`config.mk`:
```
export PLATFORM = sky130hd
export DESIGN_NAME = temp_scan_ctrl_flat
export DESIGN_NICKNAME = d
export VERILOG_FILES = /design/src/rtl/temp_mon_pkg.sv /design/src/rtl/temp_scan_ctrl_if.sv /design/src/rtl/temp_div_seq.sv /design/src/rtl/temp_scan_ctrl.sv /design/src/flat_wrapper.sv
export SDC_FILE = /design/constraint.sdc
export NUM_CORES = 1
export LEC_CHECK = 0
export ABC_AREA = 0
export CAP_MARGIN = 10
export CORE_ASPECT_RATIO = 0.9
export CORE_MARGIN = 5
export CORE_UTILIZATION = 40
export DETAILED_ROUTE_END_ITERATION = 8
export SETUP_SLACK_MARGIN = 0.3
export SYNTH_ARGS = -nofsm -noshare
export SYNTH_HDL_FRONTEND = slang
export SYNTH_SLANG_ARGS = --single-unit
export TNS_END_PERCENT = 20
```
`constraint.sdc`:
```
create_clock -name clk_i -period 6.3 [get_ports clk_i]
set_input_delay 0.63 -clock clk_i [delete_from_list [all_inputs] [get_ports clk_i]]
set_output_delay 0.63 -clock clk_i [all_outputs]
set_load 0.01 [all_outputs]
```
`src/rtl/temp_mon_pkg.sv`:
```
// -----------------------------------------------------------------------------
// temp_mon_pkg
// Shared types and constants for the temperature-monitoring scan controller.
//   state_e   : scan controller FSM states
//   result_t  : bundle of published results (sum, count, average, flags)
//   TEMP_W    : width of one sensor reading
//   SUM_W     : width of the temperature accumulator / divider operands
//   CNT_W     : width of the enabled-sensor counter and of the sensor index
//   DEF_TEMP_LOW / DEF_TEMP_HIGH : default alert thresholds in degrees C
// -----------------------------------------------------------------------------
package temp_mon_pkg;

    localparam int TEMP_W = 8;
    localparam int SUM_W  = 16;
    localparam int CNT_W  = 8;

    localparam logic [TEMP_W-1:0] DEF_TEMP_LOW  = 8'd19;
    localparam logic [TEMP_W-1:0] DEF_TEMP_HIGH = 8'd26;

    typedef enum logic [1:0] {
        ST_IDLE,
        ST_SCAN,
        ST_DIVIDE,
        ST_DONE
    } state_e;

    typedef struct packed {
        logic [SUM_W-1:0]  sum;
        logic [CNT_W-1:0]  cnt;
        logic [TEMP_W-1:0] avg;
        logic              err;
        logic              low;
        logic              high;
    } result_t;

endpackage

```
`src/rtl/temp_scan_ctrl_if.sv`:
```
// -----------------------------------------------------------------------------
// temp_scan_ctrl_if
// Request, sensor-bus and result signals of the scan controller.
//   start_i             : scan request (sampled only while idle)
//   sensors_en_i        : per-sensor enable, captured when a scan is accepted
//   sensor_data_i       : reading of the sensor addressed by sel_o
//   sel_o               : sensor index driven onto the sensor bus
//   busy_o / done_o     : scan in progress / one-cycle results-valid pulse
//   temp_sum_o, nr_active_sensors_o, temp_avg_o, err_o, temp_low_o,
//   temp_high_o         : published results of the last completed scan
// Modports: master = requester and sensor bank side, slave = controller.
// -----------------------------------------------------------------------------
interface temp_scan_ctrl_if
    import temp_mon_pkg::*;
#(
    parameter int NR_SENSORS = 200
);
    logic                  start_i;
    logic [NR_SENSORS-1:0] sensors_en_i;
    logic [TEMP_W-1:0]     sensor_data_i;
    logic [CNT_W-1:0]      sel_o;
    logic                  busy_o;
    logic                  done_o;
    logic [SUM_W-1:0]      temp_sum_o;
    logic [CNT_W-1:0]      nr_active_sensors_o;
    logic [TEMP_W-1:0]     temp_avg_o;
    logic                  err_o;
    logic                  temp_low_o;
    logic                  temp_high_o;

    modport master (
        output start_i, sensors_en_i, sensor_data_i,
        input  sel_o, busy_o, done_o, temp_sum_o, nr_active_sensors_o,
               temp_avg_o, err_o, temp_low_o, temp_high_o
    );

    modport slave (
        input  start_i, sensors_en_i, sensor_data_i,
        output sel_o, busy_o, done_o, temp_sum_o, nr_active_sensors_o,
               temp_avg_o, err_o, temp_low_o, temp_high_o
    );
endinterface

```
`src/rtl/temp_div_seq.sv`:
```
// -----------------------------------------------------------------------------
// temp_div_seq
// Sequential restoring divider, one quotient bit per clock, SUM_W iterations.
//   clk_i, rst_n_i : clock, asynchronous active-low reset
//   start_i        : one-cycle pulse; operands are taken from dividend_i and
//                    divisor_i in that cycle
//   dividend_i     : SUM_W-bit dividend
//   divisor_i      : SUM_W-bit divisor (must be non-zero)
//   done_o         : one-cycle pulse, quotient_o valid in that cycle
//   quotient_o     : low TEMP_W bits of the quotient
// The start edge already performs the first iteration, so done_o rises
// SUM_W-1 cycles after the start cycle.
// -----------------------------------------------------------------------------
module temp_div_seq
    import temp_mon_pkg::*;
(
    input  logic              clk_i,
    input  logic              rst_n_i,
    input  logic              start_i,
    input  logic [SUM_W-1:0]  dividend_i,
    input  logic [SUM_W-1:0]  divisor_i,
    output logic              done_o,
    output logic [TEMP_W-1:0] quotient_o
);
    localparam logic [3:0] LAST_ITER = 4'(SUM_W - 1);

    logic [SUM_W-1:0] rem_q, quo_q, dsr_q;
    logic [3:0]       iter_q;
    logic             run_q, done_q;

    logic [SUM_W-1:0] rem_in, quo_in, dsr_in;
    logic [SUM_W:0]   shifted;
    logic [SUM_W-1:0] rem_d, quo_d;

    // One restoring step; on start it works straight on the fresh operands.
    always_comb begin
        // NOTE: every signal written here gets a value before any condition, so no latch is inferred.
        rem_in  = start_i ? '0 : rem_q;
        quo_in  = start_i ? dividend_i : quo_q;
        dsr_in  = start_i ? divisor_i : dsr_q;
        shifted = {rem_in, quo_in[SUM_W-1]};
        rem_d   = shifted[SUM_W-1:0];
        quo_d   = {quo_in[SUM_W-2:0], 1'b0};
        if (shifted >= {1'b0, dsr_in}) begin
            rem_d    = SUM_W'(shifted - {1'b0, dsr_in});
            quo_d[0] = 1'b1;
        end
    end

    always_ff @(posedge clk_i or negedge rst_n_i) begin
        if (!rst_n_i) begin
            rem_q  <= '0;
            quo_q  <= '0;
            dsr_q  <= '0;
            iter_q <= '0;
            run_q  <= 1'b0;
            done_q <= 1'b0;
        end else begin
            // NOTE: non-blocking assignments so every flop samples pre-edge values regardless of statement order.
            done_q <= 1'b0;
            if (start_i) begin
                rem_q  <= rem_d;
                quo_q  <= quo_d;
                dsr_q  <= dsr_in;
                iter_q <= 4'd1;
                run_q  <= 1'b1;
            end else if (run_q) begin
                rem_q  <= rem_d;
                quo_q  <= quo_d;
                iter_q <= iter_q + 4'd1;
                if (iter_q == LAST_ITER) begin
                    run_q  <= 1'b0;
                    done_q <= 1'b1;
                end
            end
        end
    end

    assign done_o = done_q;
    // The average of 8-bit readings never exceeds 255, so the low byte is exact.
    assign quotient_o = quo_q[TEMP_W-1:0];

endmodule

```
`src/rtl/temp_scan_ctrl.sv`:
```
// -----------------------------------------------------------------------------
// temp_scan_ctrl
// Scans NR_SENSORS sensors over a shared 8-bit bus, one per clock, sums the
// enabled readings, divides by their count and publishes registered results
// with a one-cycle done pulse.
//   clk_i, rst_n_i : clock, asynchronous active-low reset
//   bus (slave)    : start/enable/data in, sel/busy/done/results out
// Build option TEMP_ALERT_EN: when defined, temp_low_o/temp_high_o compare the
// average against TEMP_LOW/TEMP_HIGH; otherwise both flags are constant 0 and
// the threshold parameters do not exist.
// -----------------------------------------------------------------------------
module temp_scan_ctrl
    import temp_mon_pkg::*;
#(
    parameter int NR_SENSORS = 200
`ifdef TEMP_ALERT_EN
    ,
    parameter logic [TEMP_W-1:0] TEMP_LOW  = DEF_TEMP_LOW,
    parameter logic [TEMP_W-1:0] TEMP_HIGH = DEF_TEMP_HIGH
`endif
) (
    input logic             clk_i,
    input logic             rst_n_i,
    temp_scan_ctrl_if.slave bus
);
    localparam logic [CNT_W-1:0] LAST_IDX = CNT_W'(NR_SENSORS - 1);

    state_e                state_q, state_d;
    logic [CNT_W-1:0]      idx_q, idx_d;
    logic [NR_SENSORS-1:0] en_q, en_d;
    logic [SUM_W-1:0]      sum_q, sum_d;
    logic [CNT_W-1:0]      cnt_q, cnt_d;
    result_t               res_q, res_d;

    logic [SUM_W-1:0]      acc_sum;
    logic [CNT_W-1:0]      acc_cnt;
    logic                  div_start, div_done;
    logic [TEMP_W-1:0]     div_quot;
    logic                  alert_low, alert_high;

    // Divider is started in the last SCAN cycle with the final sum/count.
    temp_div_seq u_div (
        .clk_i      (clk_i),
        .rst_n_i    (rst_n_i),
        .start_i    (div_start),
        .dividend_i (sum_d),
        .divisor_i  (SUM_W'(cnt_d)),
        .done_o     (div_done),
        .quotient_o (div_quot)
    );

`ifdef TEMP_ALERT_EN
    assign alert_low  = (div_quot < TEMP_LOW);
    assign alert_high = (div_quot > TEMP_HIGH);
`else
    assign alert_low  = 1'b0;
    assign alert_high = 1'b0;
`endif

    // The snapshot shifts right each SCAN cycle, so bit 0 always belongs to
    // the sensor currently on the bus.
    assign acc_sum = sum_q + (en_q[0] ? SUM_W'(bus.sensor_data_i) : '0);
    assign acc_cnt = cnt_q + (en_q[0] ? CNT_W'(1) : '0);

    always_comb begin
        state_d   = state_q;
        idx_d     = idx_q;
        en_d      = en_q;
        sum_d     = sum_q;
        cnt_d     = cnt_q;
        res_d     = res_q;
        div_start = 1'b0;
        case (state_q)
            ST_IDLE: begin
                if (bus.start_i) begin
                    state_d = ST_SCAN;
                    idx_d   = '0;
                    en_d    = bus.sensors_en_i;
                    sum_d   = '0;
                    cnt_d   = '0;
                end
            end
            ST_SCAN: begin
                sum_d = acc_sum;
                cnt_d = acc_cnt;
                en_d  = en_q >> 1;
                idx_d = idx_q + CNT_W'(1);
                if (idx_q == LAST_IDX) begin
                    idx_d = '0;
                    if (acc_cnt != '0) begin
                        state_d   = ST_DIVIDE;
                        div_start = 1'b1;
                    end else begin
                        state_d    = ST_DONE;
                        res_d      = '0;
                        res_d.sum  = acc_sum;
                        res_d.cnt  = acc_cnt;
                        res_d.err  = 1'b1;
                    end
                end
            end
            ST_DIVIDE: begin
                if (div_done) begin
                    state_d    = ST_DONE;
                    res_d.sum  = sum_q;
                    res_d.cnt  = cnt_q;
                    res_d.avg  = div_quot;
                    res_d.err  = 1'b0;
                    res_d.low  = alert_low;
                    res_d.high = alert_high;
                end
            end
            ST_DONE: state_d = ST_IDLE;
            default: state_d = ST_IDLE;
        endcase
    end

    always_ff @(posedge clk_i or negedge rst_n_i) begin
        if (!rst_n_i) begin
            state_q <= ST_IDLE;
            idx_q   <= '0;
            en_q    <= '0;
            sum_q   <= '0;
            cnt_q   <= '0;
            res_q   <= '0;
        end else begin
            state_q <= state_d;
            idx_q   <= idx_d;
            en_q    <= en_d;
            sum_q   <= sum_d;
            cnt_q   <= cnt_d;
            res_q   <= res_d;
        end
    end

    assign bus.sel_o               = idx_q;
    assign bus.busy_o              = (state_q != ST_IDLE);
    assign bus.done_o              = (state_q == ST_DONE);
    assign bus.temp_sum_o          = res_q.sum;
    assign bus.nr_active_sensors_o = res_q.cnt;
    assign bus.temp_avg_o          = res_q.avg;
    assign bus.err_o               = res_q.err;
    assign bus.temp_low_o          = res_q.low;
    assign bus.temp_high_o         = res_q.high;

endmodule
```
`src/flat_wrapper.sv`:
```
// flat-port wrapper written by rule: the top's interface ports become plain ports
module temp_scan_ctrl_flat import temp_mon_pkg::*;
#(
    parameter int NR_SENSORS = 200

)
  (clk_i, rst_n_i, bus_start_i, bus_sensors_en_i, bus_sensor_data_i, bus_sel_o, bus_busy_o, bus_done_o, bus_temp_sum_o, bus_nr_active_sensors_o, bus_temp_avg_o, bus_err_o, bus_temp_low_o, bus_temp_high_o);
  temp_scan_ctrl_if #(.NR_SENSORS(NR_SENSORS)) bus_i ();
  input logic clk_i;
  input logic rst_n_i;
  input wire logic [$bits(bus_i.start_i)-1:0] bus_start_i;
  input wire logic [$bits(bus_i.sensors_en_i)-1:0] bus_sensors_en_i;
  input wire logic [$bits(bus_i.sensor_data_i)-1:0] bus_sensor_data_i;
  output wire logic [$bits(bus_i.sel_o)-1:0] bus_sel_o;
  output wire logic [$bits(bus_i.busy_o)-1:0] bus_busy_o;
  output wire logic [$bits(bus_i.done_o)-1:0] bus_done_o;
  output wire logic [$bits(bus_i.temp_sum_o)-1:0] bus_temp_sum_o;
  output wire logic [$bits(bus_i.nr_active_sensors_o)-1:0] bus_nr_active_sensors_o;
  output wire logic [$bits(bus_i.temp_avg_o)-1:0] bus_temp_avg_o;
  output wire logic [$bits(bus_i.err_o)-1:0] bus_err_o;
  output wire logic [$bits(bus_i.temp_low_o)-1:0] bus_temp_low_o;
  output wire logic [$bits(bus_i.temp_high_o)-1:0] bus_temp_high_o;
  assign bus_i.start_i = bus_start_i;
  assign bus_i.sensors_en_i = bus_sensors_en_i;
  assign bus_i.sensor_data_i = bus_sensor_data_i;
  assign bus_sel_o = bus_i.sel_o;
  assign bus_busy_o = bus_i.busy_o;
  assign bus_done_o = bus_i.done_o;
  assign bus_temp_sum_o = bus_i.temp_sum_o;
  assign bus_nr_active_sensors_o = bus_i.nr_active_sensors_o;
  assign bus_temp_avg_o = bus_i.temp_avg_o;
  assign bus_err_o = bus_i.err_o;
  assign bus_temp_low_o = bus_i.temp_low_o;
  assign bus_temp_high_o = bus_i.temp_high_o;
  temp_scan_ctrl #(.NR_SENSORS(NR_SENSORS)) u_core (.clk_i(clk_i), .rst_n_i(rst_n_i), .bus(bus_i));
endmodule
```
# Yosys cells after proc, flatten, opt, wreduce, memory -nomap -nowiden
# Cells that the tools add are included.
# totals
reg_bits	323
latchBits	0
ramBits	0
romBits	0
input_bits	211
out_inout_bits	45
word_cells	81
mem_count	0
# op_classes
n_addsub	5
multipliers	0
div	0
order_cmp	1
eq_ne	9
shift	0
n_mux	40
n_bitwise	0
reduce_logical	9
# ops
operator	n
200-bit one-hot mux with 2 select lines	1
200-bit two-way mux	1
16-bit two-way mux	9
35-bit two-way mux	3
35-bit one-hot mux with 2 select lines	1
8-bit two-way mux	4
16-bit one-hot mux with 2 select lines	1
8-bit one-hot mux with 2 select lines	2
17-bit by 16-bit greater-or-equal comparator with 1-bit output	1
16-bit adder	1
16-bit subtractor	1
1-bit two-way mux	12
8-bit by 1-bit adder with 8-bit output (second input constant)	1
8-bit adder	1
8-bit == test (second input constant)	1
4-bit two-way mux	2
2-bit one-hot mux with 4 select lines	1
2-bit nonzero test	4
8-bit nonzero test	1
2-bit two-way mux	3
2-bit inequality test (second input constant)	3
4-bit by 1-bit adder with 4-bit output (second input constant)	1
2-bit == test (second input constant)	2
4-bit == test (second input constant)	1
other kinds (6)	6

# Depth between registers and ports, before layout
# depth
depth_word	11
depth_mapped	21
mapped_depth_nobuf	19

# Modules after synthesis
# From an unflattened synthesis, not the netlist that was laid out.
# hier_totals
hier_cells	1601
hier_area_um2	16226.8
# by_module_without_submodules
module	n_inst	cells_each	area_each_um2	seq_area_each_um2
temp_scan_ctrl	1	1253	12887.4	6681.4
temp_div_seq	1	348	3339.5	1351.3

# Worst setup path before layout
# OpenSTA, ideal clock, no wires.
# synth_path
path_kind	reg2reg
from	register u_core.state_q[0]
to	register u_core.u_div.rem_q[11]
setup_time_ns	0.126
arrival_time_ns	4.344
required_time_ns	6.174
slack_ns	1.830
stages_incl_launch_ff	20
path_buffers	3
period_less_slack_ns	4.470
cell_sequence	dfrtp_1 > inv_1 > ha_1 > inv_1 > a21boi_1 > clkbuf_1 > buf_1 > a22oi_1 > o21ai_0 > inv_1 > ha_1 > nor2b_1 > o31ai_1 > a211oi_1 > nor3_1 > nor3b_2 > or2_1 > buf_6 > and3_1 > a221o_1
# synth_via
elab_chain_len	7
word_cells_on_any_way	14
classes_between	1 x add/sub; 1 x order compare; 1 x eq/ne; 9 x mux; 2 x reduce/logical
# synth_lines
item	line_no	source
from (decl)	temp_scan_ctrl.sv:28	state_e state_q, state_d;
from (signal assigned)	temp_scan_ctrl.sv:127	state_q <= state_d;
2-bit by 1-bit == test with 1-bit output / 2-bit zero test (equally long branches)	temp_scan_ctrl.sv:73	case (state_q)
8-bit one-hot mux with 2 select lines / 1-bit two-way mux (equally long branches)	temp_scan_ctrl.sv:73	
16-bit two-way mux *	temp_div_seq.sv:40	dsr_in = start_i ? divisor_i : dsr_q;
net u_core.u_div.dsr_in[1]	temp_div_seq.sv:31	logic [SUM_W-1:0] rem_in, quo_in, dsr_in;
16-bit subtractor / 17-bit by 16-bit greater-or-equal comparator with 1-bit output (equally long branches)	temp_div_seq.sv:45, temp_div_seq.sv:44	
16-bit two-way mux *	temp_div_seq.sv:44	if (shifted >= {1'b0, dsr_in}) begin
16-bit two-way mux	temp_div_seq.sv:67	end else if (run_q) begin
16-bit two-way mux *	temp_div_seq.sv:61	if (start_i) begin
to (signal assigned)	temp_div_seq.sv:62	rem_q <= rem_d;
to (signal assigned)	temp_div_seq.sv:68	rem_q <= rem_d;
to (decl)	temp_div_seq.sv:27	logic [SUM_W-1:0] rem_q, quo_q, dsr_q;
# The timed path passes the listed nets; every way through them passes the cells marked *. The select of a mux whose other input is x is not followed.
# A chain may end at the register's enable or synchronous reset.

# Final worst setup path
# layout_path
from	register u_core.en_q[0]
to	register u_core.u_div.rem_q[1]
# layout_via
elab_chain_len	11
word_cells_on_any_way	19
classes_between	3 x add/sub; 1 x order compare; 13 x mux; 2 x reduce/logical
# layout_lines
item	line_no	source
from (decl)	temp_scan_ctrl.sv:30	logic [NR_SENSORS-1:0] en_q, en_d;
from (signal assigned)	temp_scan_ctrl.sv:129	en_q <= en_d;
1-bit two-way mux	temp_scan_ctrl.sv:63	assign acc_cnt = cnt_q + (en_q[0] ? CNT_W'(1) : '0);
8-bit adder	temp_scan_ctrl.sv:63	
8-bit nonzero test	temp_scan_ctrl.sv:90	if (acc_cnt != '0) begin
1-bit two-way mux	temp_scan_ctrl.sv:90	
1-bit two-way mux	temp_scan_ctrl.sv:88	if (idx_q == LAST_IDX) begin
1-bit two-way mux	temp_scan_ctrl.sv:73	
16-bit two-way mux (on tied branches)	temp_div_seq.sv:39, temp_div_seq.sv:38, temp_div_seq.sv:40	
16-bit subtractor / 17-bit by 16-bit greater-or-equal comparator with 1-bit output (equally long branches)	temp_div_seq.sv:45, temp_div_seq.sv:44	
16-bit two-way mux	temp_div_seq.sv:44	
16-bit two-way mux	temp_div_seq.sv:67	
16-bit two-way mux	temp_div_seq.sv:61	
# Parallel ways exist; a longest one is shown, timed or not. The select of a mux whose other input is x is not followed.

==> results.toml <==
[status]
status = "complete, no violations"

[synthesis]
synth_edf_count = 0
yosys-top-cells-area = "dfrtp_1, mux2i_1, o21ai_0"
syn_avg_cell_area_um2 = 9.80
synth.ff_latch_count = 321
yosysSeqAreaShare_pct = 49.4
ys_top_cells_by_count = "dfrtp_1, nand2_1, o21ai_0"
synth_area_leader_cell = "dfrtp_1"
synth_area_um2 = 16200
ys_dominant_reg_cell = "dfrtp_1"
async_flop_share_pct = 100
yosys.area.top_type_share_pct = 49.4
ys_warn_count = 0
syn_inst = 1657
yosysMostFrequentCell = "dfrtp_1"
synth.distinct_cells = 63

[placement]
gp_congestion = 0.883
portBuffers = 253
post-dp-hpwl_mm = 27.9

[power]
vdd_ir_drop_max_mv = 0.439
total_power_w = 0.00909
p_per_area_nw_per_um2 = 446
power.leakage_nw = 8.83

[grt]
antenna_found_initial = 19
grt_pass1_wl_mm = 65.8
grt_max_degree = 308
grt-ovfl-total = 0
grtUsageTotal_pct = 17.7
first_global_vias = 12290

[clock_network]
cts_buffers = 37
cts_setup_buffers = 0
h-tree-depth = 2
clock_path_buffers = 3
cts_root_buf = "clkbuf_16"
clock_latency_ps = 540
cts_resized = 0
clkSlewWorstSetupHoldPaths_ps = 60
numClockSinks = 321
cts_tree = "built"
cts_hold_buffers = 0

[routing]
vias_per_cell = 5.06
num_vias = 12249
drt-initial-drc-count = 772
detail_route.wl_per_cell_um = 16.7
final_antenna_net_count = 0
first_pass_iters = 5
drc = 0
routed_wl_mm = 40.3

[worst_setup_path]
r2r_setup_slack_ps = 1120
reg2regPathDepth = 17
end_kind = "register"
required_ps = 6660
path_max_fanout = 24
r2r-end = "u_core.u_div.rem_q[1]"
setup.worst_path.class = "reg -> reg"
worstReg2RegStart = "u_core.en_q[0]"
cp-start-kind = "register"
critPathArrivalTime_ps = 5540

[timing]
finalMaxSlewViolations = 0
finalSetupTns_ps = 0
whs_ps = 109
slew_headroom_pct = 22.8
final-hold-violation-count = 0
skew_ps = 27.3
setup_violations = 0
worst_pin_slew_ps = 1160
rsz0062_at_grt = "false"
fmax_mhz = 193
period_share_pct = 82.2
post-route-min-period_ps = 5180

[flow_run]
maxCapViolations = 0

[layout]
fin_util_pct = 50.5
drive_gt1_share_pct = 5.86
fillers = 3792
syn_to_final_growth_pct = 25.5
fin_nets = 2098

[die]
core_um2 = 40400
initial_core_util_pct = 40.2
dieArea_um2 = 44800
fp.dieW_um = 222
ios = 256
die_h_um = 201
fp-row-count = 70

[hold_path]
hp-class = "in -> async"
==> power by group <==
part	total [W]	switching (W)	internal [W]
sequential	0.00332	0.000466	0.00285
combinational	0.00356	0.00205	0.00151
clock	0.00221	0.000864	0.00134
total	0.00909	0.00338	0.00571
==> layer usage <==
metal,share of wire [%],global-route usage (%),vias to the layer above
met1,45,24.3,5784
met3,8.4,6.73,71
met5,0.36,0,-
li1,-,-,6119
met2,44,26.7,251
met4,1.9,4.09,24
==> kinds of logic (layout without fill, tap and decap cells) <==
logic type               count (synthesis)  after routing  synth area share [%]
multiplexers                           226            226                  13.9
flip-flops                             321            321                  49.4
adder cells (fa/ha/maj)                 34             34                  2.71
AO/OA/AOI/OAI                          385            385                  13.9
XOR/XNOR                                52             52                  2.80
buffers and inverters                  152            370                  4.01
AND/OR/NAND/NOR                        486            486                  13.2
other                                    1              8                0.0231
==> cells in the final DEF (no fill, tap or decap), types with 9 or more instances in the layout <==
master / instances
xor2_1: 14
clkdlybuf4s50_1: 252
and2_1: 31
a21oi_1: 35
inv_1: 37
a21oi_2: 23
ha_1: 31
nand3_1: 28
a22o_1: 13
buf_4: 15
nor2b_1: 9
mux2i_1: 226
nor3_1: 20
nor2_1: 78
dfrtp_1: 321
nand2_1: 276
o21ai_0: 251
clkbuf_16: 38
o22ai_1: 9
nand4_1: 11
xnor2_1: 38
==> metrics by stage <==
stage               worst slack [ps]  std cells  instance area, µm²
finish                          1120       2422               20400
global route                     727       2418               20400
floorplan                       1830       1658               16300
CTS                             1170       2416               20400
global placement                 952       2354               19100
detailed placement               786       2354               19100
==> area by class of cell <==
class / count / area, µm² / area share, %
flip-flops and latches: 321 / 8030 / 39.4
multi-input cells: 1185 / 7590 / 37.2
repair buffers: 270 / 2690 / 13.2
clock buffers: 51 / 1060 / 5.20
well taps: 540 / 676 / 3.31
clock inverters: 11 / 181 / 0.890
inverters: 38 / 143 / 0.700
diodes: 6 / 15.0 / 0.0736
==> state kept, by name, summed over array words and instances, names as in the netlist, 2 cells and up <==
signal,cells
u_core.bus.nr_active_sensors_o,8
u_core.bus.sel_o,8
u_core.bus.temp_avg_o,8
u_core.bus.temp_sum_o,16
u_core.cnt_q,8
u_core.en_q,200
u_core.state_q,2
u_core.sum_q,16
u_core.u_div.dsr_q,16
u_core.u_div.iter_q,4
u_core.u_div.quo_q,16
u_core.u_div.rem_q,16
==> worst max path at each step <==
| stage | from | endpoint | slack, ps | depth (start not counted) |
|---|---|---|---|---|
| after global routing | u_core.en_q[0] | u_core.u_div.rem_q[4] | 730 | 19 |
| after detailed placement | bus_sensor_data_i[1] | u_core.u_div.rem_q[14] | 790 | 20 |
| after global placement | bus_sensor_data_i[1] | u_core.u_div.rem_q[14] | 950 | 20 |
| after floorplan | u_core.state_q[0] | u_core.u_div.rem_q[11] | 1830 | 19 |
| after CTS | u_core.en_q[0] | u_core.u_div.rem_q[14] | 1170 | 19 |
| final | u_core.en_q[0] | u_core.u_div.rem_q[1] | 1120 | 17 |
==> critical path, cell delays in order (launching register included) <==
cell	delay, ps
dfrtp_1	550
ha_1	340
or3_1	390
a21oi_1	190
o22ai_2	140
o21bai_4	410
buf_4	330
and2_1	180
inv_1	50
ha_1	370
nand3_1	200
or3_1	390
a211oi_1	270
nor3_1	140
nor3b_2	410
or2_1	320
a2bb2oi_1	210
o32ai_1	100
Power figures use the tool's default switching activity.
